--- src/rtl/img_pkg.sv ---
// img_pkg: shared state encoding, default geometry and gradient word packing for img_grad_stream
package img_pkg;

    typedef enum logic [2:0] {IDLE, FILL, RUN, DRAIN, DONE} state_t;

    localparam int DEF_WIDTH  = 256;
    localparam int DEF_HEIGHT = 256;
    localparam int DEF_PIX_W  = 8;
    localparam int DEF_GRAD_W = 10;
    localparam int DEF_ADDR_W = 16;

    // Packs two w-bit two's complement components as {gx, gy}; callers truncate to 2*w bits
    function automatic logic [63:0] pack_grad(input logic [31:0] gx, input logic [31:0] gy, input int w);
        logic [63:0] m;
        m = (64'd1 << w) - 64'd1;
        return (({32'd0, gx} & m) << w) | ({32'd0, gy} & m);
    endfunction

endpackage

--- src/rtl/pix_delay_line.sv ---
// pix_delay_line: DEPTH-tap pixel shift line whose newest tap is the live input
module pix_delay_line import img_pkg::*; #(
    parameter int DEPTH = DEF_WIDTH + 1,
    parameter int PIX_W = DEF_PIX_W
) (
    input  logic             clk,
    input  logic             reset,
    input  logic             shift,
    input  logic [PIX_W-1:0] din,
    output logic [PIX_W-1:0] tap_old,
    output logic [PIX_W-1:0] tap_next,
    output logic [PIX_W-1:0] tap_new
);

    logic [(DEPTH-1)*PIX_W-1:0] line;

    // Stores the DEPTH-1 samples preceding din, newest in the low slot
    always_ff @(posedge clk)
        if (reset) line <= '0;
        else if (shift) line <= {line[(DEPTH-2)*PIX_W-1:0], din};

    assign tap_old  = line[(DEPTH-1)*PIX_W-1 -: PIX_W];
    assign tap_next = line[(DEPTH-2)*PIX_W-1 -: PIX_W];
    assign tap_new  = din;

endmodule

--- src/rtl/img_grad_stream.sv ---
// img_grad_stream: streaming forward-difference {Gx,Gy} engine over a raster-read image
module img_grad_stream import img_pkg::*; #(
    parameter int WIDTH  = DEF_WIDTH,
    parameter int HEIGHT = DEF_HEIGHT,
    parameter int PIX_W  = DEF_PIX_W,
    parameter int GRAD_W = DEF_GRAD_W,
    parameter int ADDR_W = DEF_ADDR_W
) (
    input  logic                clk,
    input  logic                reset,
    input  logic                start,
    output logic                busy,
    output logic                done,
    output logic                img_rd,
    output logic [ADDR_W-1:0]   img_addr,
    input  logic [PIX_W-1:0]    img_di,
    output logic                grad_wr,
    output logic [ADDR_W-1:0]   grad_addr,
    output logic [2*GRAD_W-1:0] grad_do
);

    localparam logic [ADDR_W:0]   N        = (ADDR_W+1)'(WIDTH * HEIGHT);
    localparam logic [ADDR_W:0]   N_LAST   = (ADDR_W+1)'(WIDTH * HEIGHT - 1);
    localparam logic [ADDR_W:0]   FILL_END = (ADDR_W+1)'(WIDTH + 1);
    localparam logic [ADDR_W-1:0] X_END    = ADDR_W'(WIDTH - 1);
    localparam logic [ADDR_W-1:0] Y_END    = ADDR_W'(HEIGHT - 1);

    state_t state, state_nx;
    logic [ADDR_W:0] rd_cnt, wr_cnt;
    logic [ADDR_W-1:0] x, y;
    logic go, calc;
    logic [PIX_W-1:0] pix, pix_right, pix_below;
    logic [GRAD_W-1:0] gx, gy;

    // State register
    always_ff @(posedge clk) state <= reset ? IDLE : state_nx;

    // Next state and control; calc marks the cycle whose img_di completes a pixel's neighbourhood
    always_comb begin
        go = start && (state == IDLE || state == DONE);
        state_nx = state;
        case (state)
            IDLE:    state_nx = go ? FILL : IDLE;
            FILL:    state_nx = rd_cnt == FILL_END ? RUN : FILL;
            RUN:     state_nx = rd_cnt >= N_LAST ? DRAIN : RUN;
            DRAIN:   state_nx = wr_cnt == N ? DONE : DRAIN;
            DONE:    state_nx = go ? FILL : IDLE;
            default: state_nx = IDLE;
        endcase
        busy = state == FILL || state == RUN || state == DRAIN;
        done = state == DONE;
        img_rd = (state == FILL || state == RUN) && rd_cnt != N;
        calc = (state == FILL && rd_cnt == FILL_END) || ((state == RUN || state == DRAIN) && wr_cnt != N);
    end

    assign img_addr = rd_cnt[ADDR_W-1:0];

    // Read counter, write counter and the x/y position of the pixel being computed
    always_ff @(posedge clk)
        if (reset || go) begin
            rd_cnt <= '0;
            wr_cnt <= '0;
            x <= '0;
            y <= '0;
        end else begin
            if (img_rd) rd_cnt <= rd_cnt + 1'b1;
            if (calc) begin
                wr_cnt <= wr_cnt + 1'b1;
                x <= x == X_END ? '0 : x + 1'b1;
                y <= x == X_END ? y + 1'b1 : y;
            end
        end

    pix_delay_line #(.DEPTH(WIDTH + 1), .PIX_W(PIX_W)) u_line (
        .clk      (clk),
        .reset    (reset),
        .shift    (busy),
        .din      (img_di),
        .tap_old  (pix),
        .tap_next (pix_right),
        .tap_new  (pix_below)
    );

    assign gx = x == X_END ? '0 : GRAD_W'(pix_right) - GRAD_W'(pix);
    assign gy = y == Y_END ? '0 : GRAD_W'(pix_below) - GRAD_W'(pix);

    // Registered write port; address and data hold between writes
    always_ff @(posedge clk)
        if (reset) begin
            grad_wr <= 1'b0;
            grad_addr <= '0;
            grad_do <= '0;
        end else begin
            grad_wr <= calc;
            if (calc) begin
                grad_addr <= wr_cnt[ADDR_W-1:0];
                grad_do <= (2*GRAD_W)'(pack_grad(32'(gx), 32'(gy), GRAD_W));
            end
        end

endmodule
--- config.mk ---
export PLATFORM = sky130hd
export DESIGN_NAME = img_grad_stream
export DESIGN_NICKNAME = d
export VERILOG_FILES = /design/src/rtl/img_pkg.sv /design/src/rtl/pix_delay_line.sv /design/src/rtl/img_grad_stream.sv
export SDC_FILE = /design/constraint.sdc
export NUM_CORES = 2
export LEC_CHECK = 0
export CORE_ASPECT_RATIO = 1.1
export CORE_MARGIN = 4
export CORE_UTILIZATION = 55
export DETAILED_ROUTE_END_ITERATION = 7
export HOLD_SLACK_MARGIN = 0.15
export PLACE_DENSITY = 0.71
export SYNTH_ARGS = -nofsm -noshare
export SYNTH_HDL_FRONTEND = slang
export SYNTH_SLANG_ARGS = --single-unit
--- constraint.sdc ---
create_clock -name clk -period 3.05 [get_ports clk]
set_input_delay 0.4575 -clock clk [delete_from_list [all_inputs] [get_ports clk]]
set_output_delay 0.4575 -clock clk [all_outputs]
set_load 0.01 [all_outputs]
==> flow_summary_export.csv <==
group,metric,value,unit
logic_synthesis,synth_edf_count,0,
grt,overflow,0,
placed_design,place_area,76300,um^2
pwr,p_total,0.0552,W
pwr,power_density,664,nW/um^2
setup_path,cp.required,2590,ps
drt,remaining_drc_errors,0,
drt,drt_wl_total,127,mm
grt,grt_max_degree,258,
hold_path,min_to,"u_line.line[3]$_SDFFE_PP0P_",
logic_synthesis,syn-num-nets,9588,
hold_path,worst_hold_path.num_cells,3,
clock_tree,cts.clk_slew.worst_paths,60,ps
logic_synthesis,synth_top_area_cell,"dfxtp_1",
logic_synthesis,synth_cell_type_count,53,
sta,min_period_over_period,0.961,
logic_synthesis,seq_area_frac_synth,0.575,
drt,antenna_left,0,
clock_tree,clock-root-buffer,"clkbuf_16",
outcome,status,"complete, no violations",
floorplanning,start_util,0.556,
drt,drt_pass1_iterations,8,
logic_synthesis,netlist_instances,9551,
sta,rsz0062_at_grt,"no",
drt,num_vias,57300,
clock_tree,cts_sinks,2152,
logic_synthesis,syn_area,74900,um^2
logic_synthesis,yosysMostFrequentCell,"nand2_1",
floorplanning,die_area,142000,um^2
hold_path,holdCritStartpoint,"img_di[3]",
placed_design,dp_hpwl,68.6,mm
sta,timing.setup.tns,0,ps
grt,grt_pass1_wl,222,mm
setup_path,critPathCaptureType,"output port",
logic_synthesis,yosysWarnings,0,
cells_and_area,syn_to_final_growth,11.0,%
floorplanning,fp.dieH,395,um
sta,fmax,341,MHz
hold_path,hold_class,"input pin to flip-flop",
sta,slew_headroom,0.266,
drt,vias_per_cell,5.14,
sta,holdWs,256,ps
sta,period_minus_slack,2930,ps
floorplanning,die_w,360,um
setup_path,worstPathArrival,2470,ps
logic_synthesis,async_flop_share,0,
clock_tree,tritoncts,"built",
grt,grt_pass1_vias,51600,
setup_path,crit_type,"flip-flop to output port",
setup_path,r2r_cells,7,
cells_and_area,fin_area,83100,um^2
pwr,worst_ir_drop_vdd,640,uV
sta,skew,17.8,ps
setup_path,reg2reg_from,"rd_cnt[11]$_SDFFE_PP0P_",
cells_and_area,drive_gt1_frac,0.0480,
cells_and_area,final_util,0.617,
sta,setup_viol_count_final,0,
sta,slew_viol_final,0,
floorplanning,pin_count,67,
setup_path,r2r-end,"x[14]$_SDFFE_PP0P_",
sta,tightest_slew,1100,ps
logic_synthesis,yosys-top-cells-area,"dfxtp_1 58%, nand2_1 21%, a21oi_1 14%",
grt,globalRouteTotalUtil,0.172,
logic_synthesis,ys.flop_type,"dfxtp_1",
clock_tree,clk_latency,810,ps
placed_design,port_buffers,66,
setup_path,critPathLaunch,"rd_cnt[11]$_SDFFE_PP0P_",
logic_synthesis,synth-seq-cells,2152,
logic_synthesis,synth_top_area_share,0.575,
clock_tree,htree_levels,4,
sta,hold_violations,0,
drt,drt_iter0_markers,4130,
setup_path,crit_fanout,9,
logic_synthesis,yosys-top-cells-count,"4176 x nand2_1, 2152 x dfxtp_1, 2094 x a21oi_1, 655 x clkbuf_1, 82 x nor2_1",
placed_design,routabilityCongestion,0.762,
cells_and_area,antenna_cells,0,
grt,antenna_found_initial,0,
logic_synthesis,syn_avg_cell_area,7.84,um^2
cells_and_area,final_nets,9234,
setup_path,ff2ff_setup_slack,310,ps
pwr,leakagePower,26.2,nW
job,drv_cap,0,
setup_path,worstSetupStartpointType,"flip-flop",
drt,wl_per_cell,11.4,um
clock_tree,numCtsBuffers,204,
cells_and_area,fillers,11700,
clock_tree,cts.path.max_buffers,3,
floorplanning,placementRows,141,
floorplanning,core_area,135000,um^2
-- cells in the final DEF, fill, tap and decap left out, types with 49 or more instances in the layout --
cell,n
a21oi_1,2094
dfxtp_1,2152
clkbuf_1,51
clkbuf_16,207
nand2_1,4176
buf_4,63
xnor2_1,49
nor2_1,82
clkbuf_8,50
clkdlybuf4s50_1,64
-- state kept, by name, indices dropped and copies added, names as in the netlist --
register,count
wr_cnt,17
rd_cnt,17
u_line.line,2048
grad_wr,1
y,16
x,16
state,3
grad_addr,16
grad_do,18
-- layout make-up --
class | instances | area [um^2] | area share
Inverter | 29 | 125 | 0.00151
Sequential cell | 2152 | 43100 | 0.518
Timing Repair Buffer | 177 | 2100 | 0.0253
Tap cell | 1787 | 2240 | 0.0269
Clock buffer | 308 | 6060 | 0.0729
Multi-Input combinational cell | 6633 | 28800 | 0.346
Clock inverter | 64 | 744 | 0.00896
-- critical path: stages, from the launching register on --
cell and delay, ps:
dfxtp_1 420, nor4_4 240, nand4_1 190, o31a_4 340, clkdlybuf4s50_1 480
-- per-layer routing --
layer / vias up / wire length (um) / track usage
li1: 29900 / - / -
met1: 26600 / 60000 / 0.213
met2: 640 / 60500 / 0.306
met3: 187 / 4200 / 0.0302
met4: 0 / 2340 / 0.0499
met5: - / 0 / 0
-- through the flow --
stage | worst slack [ps] | cells
finish | 119 | 11200
CTS | 53.4 | 11200
detailed placement | 40.5 | 10800
global placement | -90.0 | 10800
global route | 28.2 | 11200
floorplan | 796 | 9551
-- report_power, final --
part	internal [W]	switching (W)
clock network	0.0146	0.0104
registers	0.0281	0.0000105
logic	0.000288	0.00173
total	0.0431	0.0121
-- timing repair --
| item | in CTS | in global routing |
|---|---|---|
| setup endpoints to repair | 2 | 0 |
| endpoints found under the hold margin | 83 | 0 |
| buffers inserted | 2 | 0 |
| gates resized for setup | 5 | 0 |
| hold buffers | 1 | 0 |
-- how the worst max path moves through the flow --
stage	end	slack, ps
finish	img_rd	120
global route	img_rd	30
CTS	img_rd	50
detailed placement	grad_do[9]$_SDFFE_PP0P_	40
global placement	grad_do[9]$_SDFFE_PP0P_	-90
floorplan	grad_addr[0]$_SDFFE_PP0P_	800
-- cell families after synthesis --
family | synth area share
DFF | 0.575
adders and majority gates | 0.00455
AOI/OAI and AO/OA | 0.145
xor gates and xnor gates | 0.00807
buffers and inverters | 0.0405
and+or+nand+nor | 0.226
muxes | 0.000267
No activity file was read; power rests on OpenSTA's default activity.
